**config.mk**
```make
export PLATFORM = sky130hd
export DESIGN_NAME = nibble_serial_adder
export DESIGN_NICKNAME = d
export VERILOG_FILES = /design/src/rtl/nibble_serial_adder_pkg.sv /design/src/rtl/nibble_serial_adder_adder_4b.sv /design/src/rtl/nibble_serial_adder.sv
export SDC_FILE = /design/constraint.sdc
export NUM_CORES = 1
export LEC_CHECK = 0
export BUFFER_PORTS_ARGS = -buffer_cell sky130_fd_sc_hd__buf_2
export CORE_UTILIZATION = 30
export DETAILED_ROUTE_END_ITERATION = 7
export PLACE_DENSITY_LB_ADDON = 0.08
export SLEW_MARGIN = 20
export SYNTH_ARGS = -nofsm -noshare
export SYNTH_HDL_FRONTEND = slang
export SYNTH_SLANG_ARGS = --single-unit
export TNS_END_PERCENT = 50
```
**constraint.sdc**
```tcl
create_clock -name clk -period 3.01 [get_ports clk]
set_clock_uncertainty 0.05 [all_clocks]
set_input_delay 0.301 -clock clk [delete_from_list [all_inputs] [get_ports clk]]
set_output_delay 0.301 -clock clk [all_outputs]
set_load 0.01 [all_outputs]
```
**src/rtl/nibble_serial_adder_pkg.sv**
```systemverilog
// nibble_serial_adder_pkg: shared FSM state type and nibble width for the nibble-serial adder.
package nibble_serial_adder_pkg;
    localparam int NIBBLE_W = 4;
    typedef enum logic [1:0] {IDLE, RUN, DONE} state_e;
endpackage

```
**src/rtl/nibble_serial_adder_adder_4b.sv**
```systemverilog
// adder_4b_ins: 4-bit ripple-carry adder used as the single nibble datapath.
module adder_4b_ins (
    input  logic [3:0] a_i,
    input  logic [3:0] b_i,
    input  logic       ci_i,
    output logic [3:0] s_o,
    output logic       co_o
);
    logic [4:0] c;
    assign c[0] = ci_i;
    for (genvar i = 0; i < 4; i++) begin : g_rc
        assign s_o[i]   = a_i[i] ^ b_i[i] ^ c[i];
        assign c[i + 1] = (a_i[i] & b_i[i]) | (c[i] & (a_i[i] ^ b_i[i]));
    end
    assign co_o = c[4];
endmodule

```
**src/rtl/nibble_serial_adder.sv**
```systemverilog
// nibble_serial_adder: adds/subtracts two WIDTH-bit operands one nibble per cycle, LSB first.
// Subtract mode is built only when NIBBLE_SERIAL_ADDER_SUB_EN is defined; otherwise sub is ignored.
module nibble_serial_adder
    import nibble_serial_adder_pkg::*;
#(
    parameter int WIDTH = 16
) (
    input  logic             clk,
    input  logic             rst_n,
    input  logic             start,
    input  logic             sub,
    input  logic [WIDTH-1:0] a,
    input  logic [WIDTH-1:0] b,
    output logic             busy,
    output logic             done,
    output logic [WIDTH-1:0] sum,
    output logic             cout,
    output logic             overflow
);
    localparam int NN = WIDTH / NIBBLE_W;
    localparam int IW = $clog2(NN);

    state_e           state_q, state_d;
    logic [WIDTH-1:0] a_q, a_d, b_q, b_d, sum_q, sum_d;
    logic             sub_q, sub_d, carry_q, carry_d, cout_q, cout_d, ovf_q, ovf_d;
    logic [IW-1:0]    idx_q, idx_d;
    logic [NIBBLE_W-1:0] a_nib, b_nib, s_nib;
    logic             c_nib, sub_eff, last;

`ifdef NIBBLE_SERIAL_ADDER_SUB_EN
    assign sub_eff = sub;
`else
    logic unused_sub;
    assign unused_sub = sub;
    assign sub_eff    = 1'b0;
`endif

    assign a_nib = a_q[idx_q * NIBBLE_W +: NIBBLE_W];
    assign b_nib = b_q[idx_q * NIBBLE_W +: NIBBLE_W] ^ {NIBBLE_W{sub_q}};
    assign last  = idx_q == IW'(NN - 1);

    adder_4b_ins u_add (
        .a_i  (a_nib),
        .b_i  (b_nib),
        .ci_i (carry_q),
        .s_o  (s_nib),
        .co_o (c_nib)
    );

    always_comb begin
        state_d = state_q;
        a_d     = a_q;
        b_d     = b_q;
        sub_d   = sub_q;
        carry_d = carry_q;
        idx_d   = idx_q;
        sum_d   = sum_q;
        cout_d  = cout_q;
        ovf_d   = ovf_q;
        case (state_q)
            IDLE: if (start) begin
                state_d = RUN;
                a_d     = a;
                b_d     = b;
                sub_d   = sub_eff;
                carry_d = sub_eff;
                idx_d   = '0;
            end
            RUN: begin
                sum_d[idx_q * NIBBLE_W +: NIBBLE_W] = s_nib;
                carry_d = c_nib;
                // cout/overflow track every nibble; only the last one survives into DONE
                cout_d  = c_nib;
                ovf_d   = (a_nib[NIBBLE_W-1] ~^ b_nib[NIBBLE_W-1]) & (s_nib[NIBBLE_W-1] ^ a_nib[NIBBLE_W-1]);
                idx_d   = last ? '0 : idx_q + IW'(1);
                state_d = last ? DONE : RUN;
            end
            default: state_d = IDLE;
        endcase
    end

    always_ff @(posedge clk or negedge rst_n) begin
        if (!rst_n) begin
            state_q <= IDLE;
            a_q     <= '0;
            b_q     <= '0;
            sub_q   <= 1'b0;
            carry_q <= 1'b0;
            idx_q   <= '0;
            sum_q   <= '0;
            cout_q  <= 1'b0;
            ovf_q   <= 1'b0;
        end else begin
            state_q <= state_d;
            a_q     <= a_d;
            b_q     <= b_d;
            sub_q   <= sub_d;
            carry_q <= carry_d;
            idx_q   <= idx_d;
            sum_q   <= sum_d;
            cout_q  <= cout_d;
            ovf_q   <= ovf_d;
        end
    end

    assign busy     = state_q == RUN;
    assign done     = state_q == DONE;
    assign sum      = sum_q;
    assign cout     = cout_q;
    assign overflow = ovf_q;
endmodule

```
==> impl_results.md <==
* Status: finished clean
* Share of cells above drive strength 1 at 48.1%
* Final ANT Viol Nets at 0
* Critical path's largest stage delay at 0.49 ns
* Vias in the first global route at 1656
* Die Y at 94.5 µm
* Post-synth EDFFs at 0
* Io pins at 56
* # rows at 33
* Mapped Nets at 228
* Post-synth top area share at between 50% and 60%
* Crit Path Category: reg -> reg
* Area growth syn-to-layout at 19.9%
* YS warnings at 0
* Fillers at 831
* RSZ-0062 raised after global routing: yes
* Buffers on Ports at 54
* Overall Global Routing Usage at around an eighth
* Most frequent cell after synthesis: dfrtp_1
* Hold Worst Slack at 0.158 ns
* Worst EP arrival at 3.05 ns
* Synth cell types at 26
* # setup viols final at 0
* Routed WL per cell at 15.1 µm
* CTS tree: built
* Worst relative slew slack at slightly above 70%
* Die W at ~95 µm
* Most frequent cells after synthesis: dfrtp_1, mux2_2, nand2_1
* Pins Over Slew Limit at 0
* Vias at 1637
* Antenna cell count at 0
* Worst R2R Path Depth at 9
* Synthesized area at 0.00257 mm²
* HPWL after detailed placement at 4030 µm
* Ys flop type: dfrtp_1
* Core area at 0.00826 mm²
* Area leader, netlist: dfrtp_1
* Initial antenna violation count at 0
* First-pass GRT wire length at 8780 µm
* Peak VDD IR at around 0.00044 V
* Cell depth of the worst min-delay path at 2
* CP max-delay cell: fa_2
* Max FO, Critical Path at 4
* DRC violations left at 0
* Cell at the root of the clock tree: clkbuf_8
* Period utilisation layout at 96.0%
* H-tree lvl count at 2
* Clk sinks at 55
* CP Launch Type: register
* Final hold vios at 0
* Drt pass-1 iters at 4
* Via/cell ratio at 4.70
* Top post-synthesis cells by area: dfrtp_1, mux2_2, mux4_2
* Register area share after synthesis at 53.6%
* # nets final at 290
* Pin slew with the least headroom to its limit at 0.427 ns
* Total Power at 0.00369 W
* Maximum root-to-sink buffer count at 2
* Clock transition at path regs at 0.09 ns
* Max Cap Violations at 0
* Die area at 0.00894 mm²
* CP cell instances: mux4_2 > inv_2 > fa_1 > fa_1 > inv_1 > fa_2 > fa_2 > xnor2_1 > o31ai_1
* Starting Density at 31.1%
* Final min period at between 2 and 3 ns
* Routed WL at 5260 µm
* Syn Area/Cell at 14.2 µm²
* Post-Syn Instances at 181
* Routability congestion estimate at 0.667
* Tightest Hold Check Type: in -> reg
* Grt ovf at 0
* Worst skew pair latency at 0.30 ns
* Largest net degree at the start of global routing at 34
* Async S/R FF share, synth at between 90% and 100%
* Max Fclk at about 350 MHz
* Pwr dens at 1200 mW/mm²
* Pleak at between 1 and 1.5 nW
* Crit. End Element: register
* DRT iter0 DRCs at 43
* CTS buffer count at 5
* Setup Buffers After CTS at 0
* Synth Register Bits at 55
* Worst EP required at 3.17 ns
-- path summary, 6_finish.rpt --
check | end | slack (ns) | start
min in group asynchronous | sum[14] | 0.36 | rst_n
worst max register to register | overflow | 0.12 | idx_q[0]
worst min register to register | sum[4] | 0.43 | sum[4]
worst min-delay path | a_q[3] | 0.16 | a[3]
worst max-delay path | overflow | 0.12 | idx_q[0]
max in group asynchronous | b_q[7] | 1.92 | rst_n
-- metal layers --
metal	up-vias	global-route usage (%)	part of all wire (%)
met3	6	3.14	4.8
met1	821	19.5	50
li1	770	-	-
met4	0	3.66	0.84
met5	-	0	0
met2	40	18.4	44
-- cells in the final DEF (no fill, tap or decap), drive strengths merged, types with 2 or more instances in the layout --
cell type,synthesis,layout
dfrtp,55,55
a22o,3,3
clkbuf,0,6
mux2,32,32
ha,7,7
o21ai,2,2
o21bai,2,2
fa,4,4
mux4,8,8
buf,8,62
nand2b,4,4
inv,9,9
nand3b,4,4
o41ai,6,6
nand2,23,23
o31ai,8,8
-- critical path: cells and delay by family, from the launching register on --
family                     cells  cell delay (ns)
adders and majority gates      4             1.45
xor gates and xnor gates       1             0.15
AOI/OAI and AO/OA              1             0.20
DFF                            1             0.47
buffers and inverters          2             0.13
muxes                          1             0.35
-- registers in the layout, summed over array words and instances, names as in the netlist --
register	cells
idx_q	2
overflow	1
b_q	16
state_q	2
sum	16
carry_q	1
a_q	16
cout	1
-- where the power goes --
group / switching, W / leakage, nW / internal, W
logic: 0.00105 / 0.706 / 0.000950
registers: 0.000204 / 0.681 / 0.00108
clock network: 0.000232 / 0.0470 / 0.000181
-- layout make-up --
class                   instances  area [µm²]  share of cell area [%]
inverters                       9        33.8                    1.10
flip-flops and latches         55        1380                    44.7
well taps                     105         131                    4.27
clock inverters                 1        5.00                   0.163
clock buffers                   6        82.6                    2.68
repair buffers                 63         340                    11.1
multi-input cells             109        1110                    36.0
-- timing repair --
| item | in CTS | in global routing |
|---|---|---|
| setup endpoints to repair | 0 | 4 |
| endpoints found under the hold margin | 12 | 0 |
| gates resized for setup | 0 | 5 |
| hold buffers | 1 | 0 |
-- cells by family after synthesis --
kind of cell	share of synthesized area [%]
simple gates	8.09
flops	53.6
fa+ha+maj	6.53
mux	21.0
xor+xnor	0.341
buf+inv	3.75
compound gates	6.67
-- metrics by stage --
| step | util [%] | TNS, ns | area (µm²) | worst slack, ns | cells |
|---|---|---|---|---|---|
| 2_1_floorplan | - | 0 | 2570 | 0.0157 | 181 |
| 3_3_place_gp | 35.9 | 0 | 2970 | 0.0484 | 340 |
| 3_5_place_dp | 35.9 | 0 | 2970 | 0.0200 | 340 |
| 4_1_cts | 37.1 | 0 | 3070 | 0.000673 | 348 |
| 5_1_grt | 37.3 | -0.0177 | 3080 | -0.0177 | 348 |
| 6_report | 37.3 | 0 | 3080 | 0.119 | 348 |
(Power assumes the default switching activity.)
